==> src/rtl/multicycle_control_unit.sv <==
// Multicycle MIPS controller: main-decoder FSM plus ALU decoder.
// The FSM sequences one instruction at a time through a shared memory port.
// It waits on mem_ready in every memory state, so memory latency can vary.
module multicycle_control_unit #(
  parameter int ALU_CTRL_W = 3,
  parameter bit EN_BNE     = 1'b1,
  parameter bit EN_ADDI    = 1'b1
) (
  input  logic                  clk,
  input  logic                  reset_n,
  input  logic [5:0]            op,
  input  logic [5:0]            funct,
  input  logic                  alu_zero,
  input  logic                  mem_ready,
  output logic                  mem_req,
  output logic                  iord,
  output logic                  mem_write,
  output logic                  ir_write,
  output logic                  reg_dst,
  output logic                  mem_to_reg,
  output logic                  reg_write,
  output logic                  alu_src_a,
  output logic [1:0]            alu_src_b,
  output logic [ALU_CTRL_W-1:0] alu_control,
  output logic [1:0]            pc_src,
  output logic                  pc_en,
  output logic                  instr_done,
  output logic                  illegal_op
);

  typedef enum logic [3:0] {
    S_FETCH, S_DECODE, S_MEMADR, S_MEMRD, S_MEMWB, S_MEMWR,
    S_EXEC, S_ALUWB, S_BRANCH, S_ADDIEX, S_ADDIWB, S_JUMP
  } state_t;

  localparam logic [5:0] OP_RTYPE = 6'b000000;
  localparam logic [5:0] OP_LW    = 6'b100011;
  localparam logic [5:0] OP_SW    = 6'b101011;
  localparam logic [5:0] OP_BEQ   = 6'b000100;
  localparam logic [5:0] OP_BNE   = 6'b000101;
  localparam logic [5:0] OP_ADDI  = 6'b001000;
  localparam logic [5:0] OP_J     = 6'b000010;

  localparam logic [2:0] ALU_ADD = 3'b010;
  localparam logic [2:0] ALU_SUB = 3'b110;
  localparam logic [2:0] ALU_AND = 3'b000;
  localparam logic [2:0] ALU_OR  = 3'b001;
  localparam logic [2:0] ALU_SLT = 3'b111;

  state_t state, next_state;

  // Resize a 3-bit ALU operation code to the configured port width.
  function automatic logic [ALU_CTRL_W-1:0] alu_code(input logic [2:0] code);
    return ALU_CTRL_W'(code);
  endfunction

  // R-type funct fields the datapath ALU can execute.
  function automatic logic funct_legal(input logic [5:0] f);
    return (f == 6'b100000) || (f == 6'b100010) || (f == 6'b100100) ||
           (f == 6'b100101) || (f == 6'b101010);
  endfunction

  // ALU decoder for R-type instructions; unsupported functs never reach EXEC.
  function automatic logic [2:0] funct_op(input logic [5:0] f);
    logic [2:0] code;
    code = ALU_ADD;
    case (f)
      6'b100010: code = ALU_SUB;
      6'b100100: code = ALU_AND;
      6'b100101: code = ALU_OR;
      6'b101010: code = ALU_SLT;
      default:   code = ALU_ADD;
    endcase
    return code;
  endfunction

  // State register; reset abandons any instruction in flight.
  always_ff @(posedge clk) begin
    if (!reset_n) state <= S_FETCH;
    else          state <= next_state;
  end

  // Next-state and output decode; every output starts from its idle value.
  always_comb begin
    next_state  = state;
    mem_req     = 1'b0;
    iord        = 1'b0;
    mem_write   = 1'b0;
    ir_write    = 1'b0;
    reg_dst     = 1'b0;
    mem_to_reg  = 1'b0;
    reg_write   = 1'b0;
    alu_src_a   = 1'b0;
    alu_src_b   = 2'b00;
    alu_control = alu_code(ALU_ADD);
    pc_src      = 2'b00;
    pc_en       = 1'b0;
    instr_done  = 1'b0;
    illegal_op  = 1'b0;

    if (!reset_n) begin
      // Present the FETCH selects with every strobe held off.
      next_state = S_FETCH;
      alu_src_b  = 2'b01;
    end else begin
      case (state)
        S_FETCH: begin
          mem_req   = 1'b1;
          alu_src_b = 2'b01;
          if (mem_ready) begin
            ir_write   = 1'b1;
            pc_en      = 1'b1;
            next_state = S_DECODE;
          end
        end
        S_DECODE: begin
          // Branch target is computed speculatively into ALUOut here.
          alu_src_b = 2'b11;
          case (op)
            OP_LW, OP_SW: next_state = S_MEMADR;
            OP_RTYPE: begin
              if (funct_legal(funct)) begin
                next_state = S_EXEC;
              end else begin
                next_state = S_FETCH;
                illegal_op = 1'b1;
              end
            end
            OP_BEQ: next_state = S_BRANCH;
            OP_BNE: begin
              if (EN_BNE) begin
                next_state = S_BRANCH;
              end else begin
                next_state = S_FETCH;
                illegal_op = 1'b1;
              end
            end
            OP_ADDI: begin
              if (EN_ADDI) begin
                next_state = S_ADDIEX;
              end else begin
                next_state = S_FETCH;
                illegal_op = 1'b1;
              end
            end
            OP_J: next_state = S_JUMP;
            default: begin
              next_state = S_FETCH;
              illegal_op = 1'b1;
            end
          endcase
        end
        S_MEMADR: begin
          alu_src_a  = 1'b1;
          alu_src_b  = 2'b10;
          next_state = (op == OP_SW) ? S_MEMWR : S_MEMRD;
        end
        S_MEMRD: begin
          mem_req = 1'b1;
          iord    = 1'b1;
          if (mem_ready) next_state = S_MEMWB;
        end
        S_MEMWB: begin
          reg_write  = 1'b1;
          mem_to_reg = 1'b1;
          instr_done = 1'b1;
          next_state = S_FETCH;
        end
        S_MEMWR: begin
          mem_req   = 1'b1;
          iord      = 1'b1;
          mem_write = 1'b1;
          if (mem_ready) begin
            instr_done = 1'b1;
            next_state = S_FETCH;
          end
        end
        S_EXEC: begin
          alu_src_a   = 1'b1;
          alu_control = alu_code(funct_op(funct));
          next_state  = S_ALUWB;
        end
        S_ALUWB: begin
          reg_write  = 1'b1;
          reg_dst    = 1'b1;
          instr_done = 1'b1;
          next_state = S_FETCH;
        end
        S_BRANCH: begin
          alu_src_a   = 1'b1;
          alu_control = alu_code(ALU_SUB);
          pc_src      = 2'b01;
          pc_en       = (op == OP_BNE) ? ~alu_zero : alu_zero;
          instr_done  = 1'b1;
          next_state  = S_FETCH;
        end
        S_ADDIEX: begin
          alu_src_a  = 1'b1;
          alu_src_b  = 2'b10;
          next_state = S_ADDIWB;
        end
        S_ADDIWB: begin
          reg_write  = 1'b1;
          instr_done = 1'b1;
          next_state = S_FETCH;
        end
        S_JUMP: begin
          pc_src     = 2'b10;
          pc_en      = 1'b1;
          instr_done = 1'b1;
          next_state = S_FETCH;
        end
        default: next_state = S_FETCH;
      endcase
    end
  end

endmodule
==> config.mk <==
export PLATFORM = sky130hd
export DESIGN_NAME = multicycle_control_unit
export DESIGN_NICKNAME = d
export VERILOG_FILES = /design/src/rtl/multicycle_control_unit.sv
export SDC_FILE = /design/constraint.sdc
export NUM_CORES = 1
export LEC_CHECK = 0
export CAP_MARGIN = 10
export CELL_PAD_IN_SITES_DETAIL_PLACEMENT = 1
export CELL_PAD_IN_SITES_GLOBAL_PLACEMENT = 2
export CORE_UTILIZATION = 21
export CTS_CLUSTER_SIZE = 40
export DETAILED_ROUTE_END_ITERATION = 12
export PLACE_DENSITY_LB_ADDON = 0.1
export SYNTH_ARGS = -nofsm -noshare
export SYNTH_HDL_FRONTEND = slang
export SYNTH_SLANG_ARGS = --single-unit
==> constraint.sdc <==
create_clock -name clk -period 3.8 [get_ports clk]
set_input_delay 0.57 -clock clk [delete_from_list [all_inputs] [get_ports clk]]
set_output_delay 0.57 -clock clk [all_outputs]
set_load 0.02 [all_outputs]
Word-level counts from Yosys, hierarchy flattened. Index checks and enable logic that the tools add are counted.

Flip-flop bits (word level): 4. Latch bits: 0. RAM bits: 0. Memory bits (read-only): 0. Input bits: 16. Output and inout port bits: 18. Word-level logic and storage cells: 83. Memories: 0.

Add/subtract/negate cells: 0. Multipliers: 0. Div/mod/pow operators: 0. Order comparisons: 0. Equal/unequal tests: 25. Shift-type cells: 0. Muxes and demuxes: 40. Bitwise operators: 1. Reductions and logical operators: 16.

Operators with widths (count): $eq 6x6->1 const B (7); $pmux 4 s7 (1); $mux 1 (23); $pmux 4 s5 (1); $eq 4x3->1 const B (4); $eq 4x4->1 const B (4); $eq 6x3->1 const B (2); $mux 4 (3); $pmux 3 s4 (1); $mux 3 (3); $eq 4x2->1 const B (2); $reduce_or 2->1 (4); $eq 6x2->1 const B (1); $eq 6x4->1 const B (1); $logic_not 6->1 (1); $ne 2x2->1 const B (3); $pmux 2 s3 (1); $pmux 3 s2 (1); $reduce_or 3->1 (2); $reduce_or 6->1 (1); $reduce_or 5->1 (1); $eq 4x1->1 const B (1); $logic_not 4->1 (1); $logic_or 1x1->1 (4); other kinds (7) (9).

Logic depth before layout (Yosys ltp).
Word-level depth: 9. Mapped depth: 6. Depth with buffers taken out: 5.

Worst setup path before layout. Ideal clock, no wire load.

Kind: input to output. From: in op[0]. To: out illegal_op. Data arrival time: 1973 ps. Data required time: 3230 ps. Path slack: 1257 ps. Stages on the path: 4. Path buffers: 0. Cell sequence: nor2_1 -> mux2i_1 -> o21ai_1 -> a2111oi_0.

Cells in the longest elaborated chain, start to end: 5. Elaborated cells between the ends (all ways): 11. Those cells by class: eq/ne: 6; mux: 3; reduce/logical: 2.

RTL lines: start: declaration (line 11) `input logic [5:0] op,`; $eq 6x6->1, or another cell as far along (line 119) `case (op)`; $reduce_or 6->1 (no source line); $pmux 1 s2 * (line 119); $mux 1 * (line 106) `case (state)`; $mux 1 * (line 101) `if (!reset_n) begin`; end: declaration (line 28) `output logic illegal_op`.

Mark *: on every way between the ends. The rest lies on a longest branch, timed or not.

Final worst setup path.
From: in op[3]. To: out illegal_op.

Same word-level chain as after synthesis.

==> impl_metrics.env <==
export IMPL_combPwrFrac_pct=47.7
export IMPL_area_growth_synth_to_final_pct=58.9
export IMPL_power_leakage_uw=0.000365
export IMPL_start_kind="primary input"
export IMPL_dieArea_um2=3510
export IMPL_maxSlewViolCount=0
export IMPL_synth_flop_cell="dfxtp_1"
export IMPL_yosysWarnings=0
export IMPL_p_seq_share_pct=24.5
export IMPL_route_detailed_wl_per_inst_um=13.4
export IMPL_cts_resized_gates=0
export IMPL_synthCells=104
export IMPL_vias_per_cell=5.07
export IMPL_worstPathRequired_ps=3230
export IMPL_die_h_um=59.2
export IMPL_drc=0
export IMPL_worstMarginPinSlew_ps=468
export IMPL_layout_min_cycle_time_ps=3210
export IMPL_routabilityCongestion=0.764
export IMPL_diodes=0
export IMPL_mostFrequentLayoutCell="clkdlybuf4s50_1"
export IMPL_ant_nets=0
export IMPL_grt_start_max_net_pins=19
export IMPL_finalInstanceArea_um2=1090
export IMPL_max_stage_delay_ps=570
export IMPL_grt_pass1_wl_mm=4.14
export IMPL_status="finished clean"
export IMPL_start_util_pct=22.4
export IMPL_worstSetupPathType="primary input to primary output"
export IMPL_slew_limit_headroom_pct=68.7
export IMPL_final_util_pct=35.5
export IMPL_clk_latency_ps=230
export IMPL_mostFrequentLayoutCells="33 x clkdlybuf4s50_1, 12 x nor2_1, 9 x nor3_1"
export IMPL_syn_area_per_cell_um2=6.62
export IMPL_drive_gt1_share_pct=8.76
export IMPL_drt_iter0_drc=41
export IMPL_swShare_pct=34.4
export IMPL_crit_path_frequent_cell="clkdlybuf4s50_1"
export IMPL_cts_sinks=4
export IMPL_cts_root_buffer="clkbuf_4"
export IMPL_routed_via_count=918
export IMPL_cts_hold_fix_buffers=0
export IMPL_placed_area_um2=1070
export IMPL_track_usage_pct=15.4
export IMPL_synth_area_um2=688
export IMPL_finalSetupTns_ps=0
export IMPL_rows=20
export IMPL_io_pins=34
export IMPL_drv_cap=0
export IMPL_drt_pass1_iter_count=4
export IMPL_crit_buf_inv=2
export IMPL_portBuffers=33
export IMPL_core_area_um2=3080
export IMPL_path_clk_slew_ps=40
export IMPL_clockBufferDepth=2
export IMPL_cts_buffers=3
export IMPL_yosysUniqueCellTypes=47
export IMPL_setup_violations=0
export IMPL_die_width_um=59.2
export IMPL_crit_path_top_delay_cell="clkdlybuf4s50_1"
export IMPL_place_hpwl_mm=1.95
export IMPL_ys_seq_area_share_pct=11.6
export IMPL_grt_pass1_vias=889
export IMPL_fin_crit_sh_pct=84.5
export IMPL_peakVddDrop_uv=43.4
export IMPL_h_tree_depth=1
export IMPL_end_kind="primary output"
export IMPL_fin_nets=155
export IMPL_routed_wl_mm=2.42
export IMPL_post_cts_buffers=0
export IMPL_synth_edf_count=0
export IMPL_antenna_found_initial=0
export IMPL_cts_tree="built"
export IMPL_rsz0062_at_grt="no"
export IMPL_crit_chain="clkdlybuf4s50_1 -> nor4_1 -> o211ai_1 -> nor3_1 -> a2111oi_0 -> clkdlybuf4s50_1"
export IMPL_power_share_clock_pct=27.8
export IMPL_holdCritPathClass="register to register"
export IMPL_synth_ff_latch_count=4
export IMPL_p_int_uw=124
export IMPL_syn_num_nets=120
export IMPL_crit_family="buffers and inverters"
export IMPL_skew_ps=0.0868
export IMPL_top_regs="state (4)"
export IMPL_overflow=0
export IMPL_switching_power_uw=65.2
export IMPL_synthArstFlopShare_pct=0
export IMPL_fmax_mhz=312
export IMPL_nFillCells=401
export IMPL_largest_register="state"
export IMPL_largest_reg_flops=4
export IMPL_cp_data_arrival_time_ps=2640
export IMPL_worstPathMaxFanout=6
export IMPL_hold_violations=0
export IMPL_p_per_area_nw_per_um2=173
[worst register-to-register path, stage by stage (launching register included)]
cell      delay, ps
dfxtp_1         330
buf_4           220
or3b_1          390
a311oi_1        300
a31oi_1          70
a21oi_1         160
[cells by family after synthesis]
family / count (synthesis) / synth area share (%)
AOI/OAI and AO/OA: 30 / 28.9
buffers and inverters: 11 / 6.91
muxes: 1 / 1.45
and+or+nand+nor: 55 / 47.3
DFF: 4 / 11.6
xor gates and xnor gates: 3 / 3.82
[power by group through the flow]
stage	Combinational (uW)	Sequential [uW]	Clock [uW]
floorplan	47.7	46.2	0
global placement	90.7	47.3	0
detailed placement	91.3	47.2	0
CTS	91.6	46.5	55.3
global route	99.4	46.8	55.4
finish	90.4	46.4	52.6
[layout make-up]
cell class | count | area (um2) | share of cell area (%)
repair buffers | 37 | 360 | 33.0
clock buffers | 3 | 22.5 | 2.06
flip-flops and latches | 4 | 80.1 | 7.32
well taps | 44 | 55.1 | 5.03
multi-input cells | 89 | 561 | 51.3
inverters | 4 | 15.0 | 1.37
[worst paths after layout]
check	slack (ps)	depth (start not counted)	startpoint	endpoint
max	590	6	op[3]	illegal_op
min	710	3	state[0]	state[2]
max reg2reg	2260	5	state[2]	state[2]
min reg2reg	710	3	state[0]	state[2]
[synthesized netlist by cell type, drive strengths merged, types with 2 or more instances]
cell type   n  area share (%)
nor2       12             6.5
nor3        9             6.5
a21oi       8             5.8
nand2       6             3.6
nand2b      6             5.5
o21ai       5             3.6
buf         4             3.1
dfxtp       4              12
inv         4             2.2
nand3       4             2.9
clkbuf      3             1.6
nor2b       3             3.8
nor4b       3             4.7
a31oi       2             1.8
and4        2             2.5
nand3b      2             2.2
o211ai      2             2.2
o22ai       2             1.8
or3         2             2.5
xor2        2             2.5
[layer usage]
layer  vias up  track usage, %  routed length, um
met5         -               0                  0
met2        20            27.1               1290
met3         0           0.655                 63
met4         0            4.08                  0
met1       438            20.3               1080
li1        460               -                  -
[metrics by stage]
step	setup slack [ps]	instances	power, uW	hold slack [ps]
after CTS	578	181	193	715
after global routing	454	181	202	739
after detailed placement	593	178	138	707
after global placement	627	178	138	728
after floorplan	1260	104	93.9	584
final	590	181	189	709
Note: power is estimated with default switching activity, not from simulation.
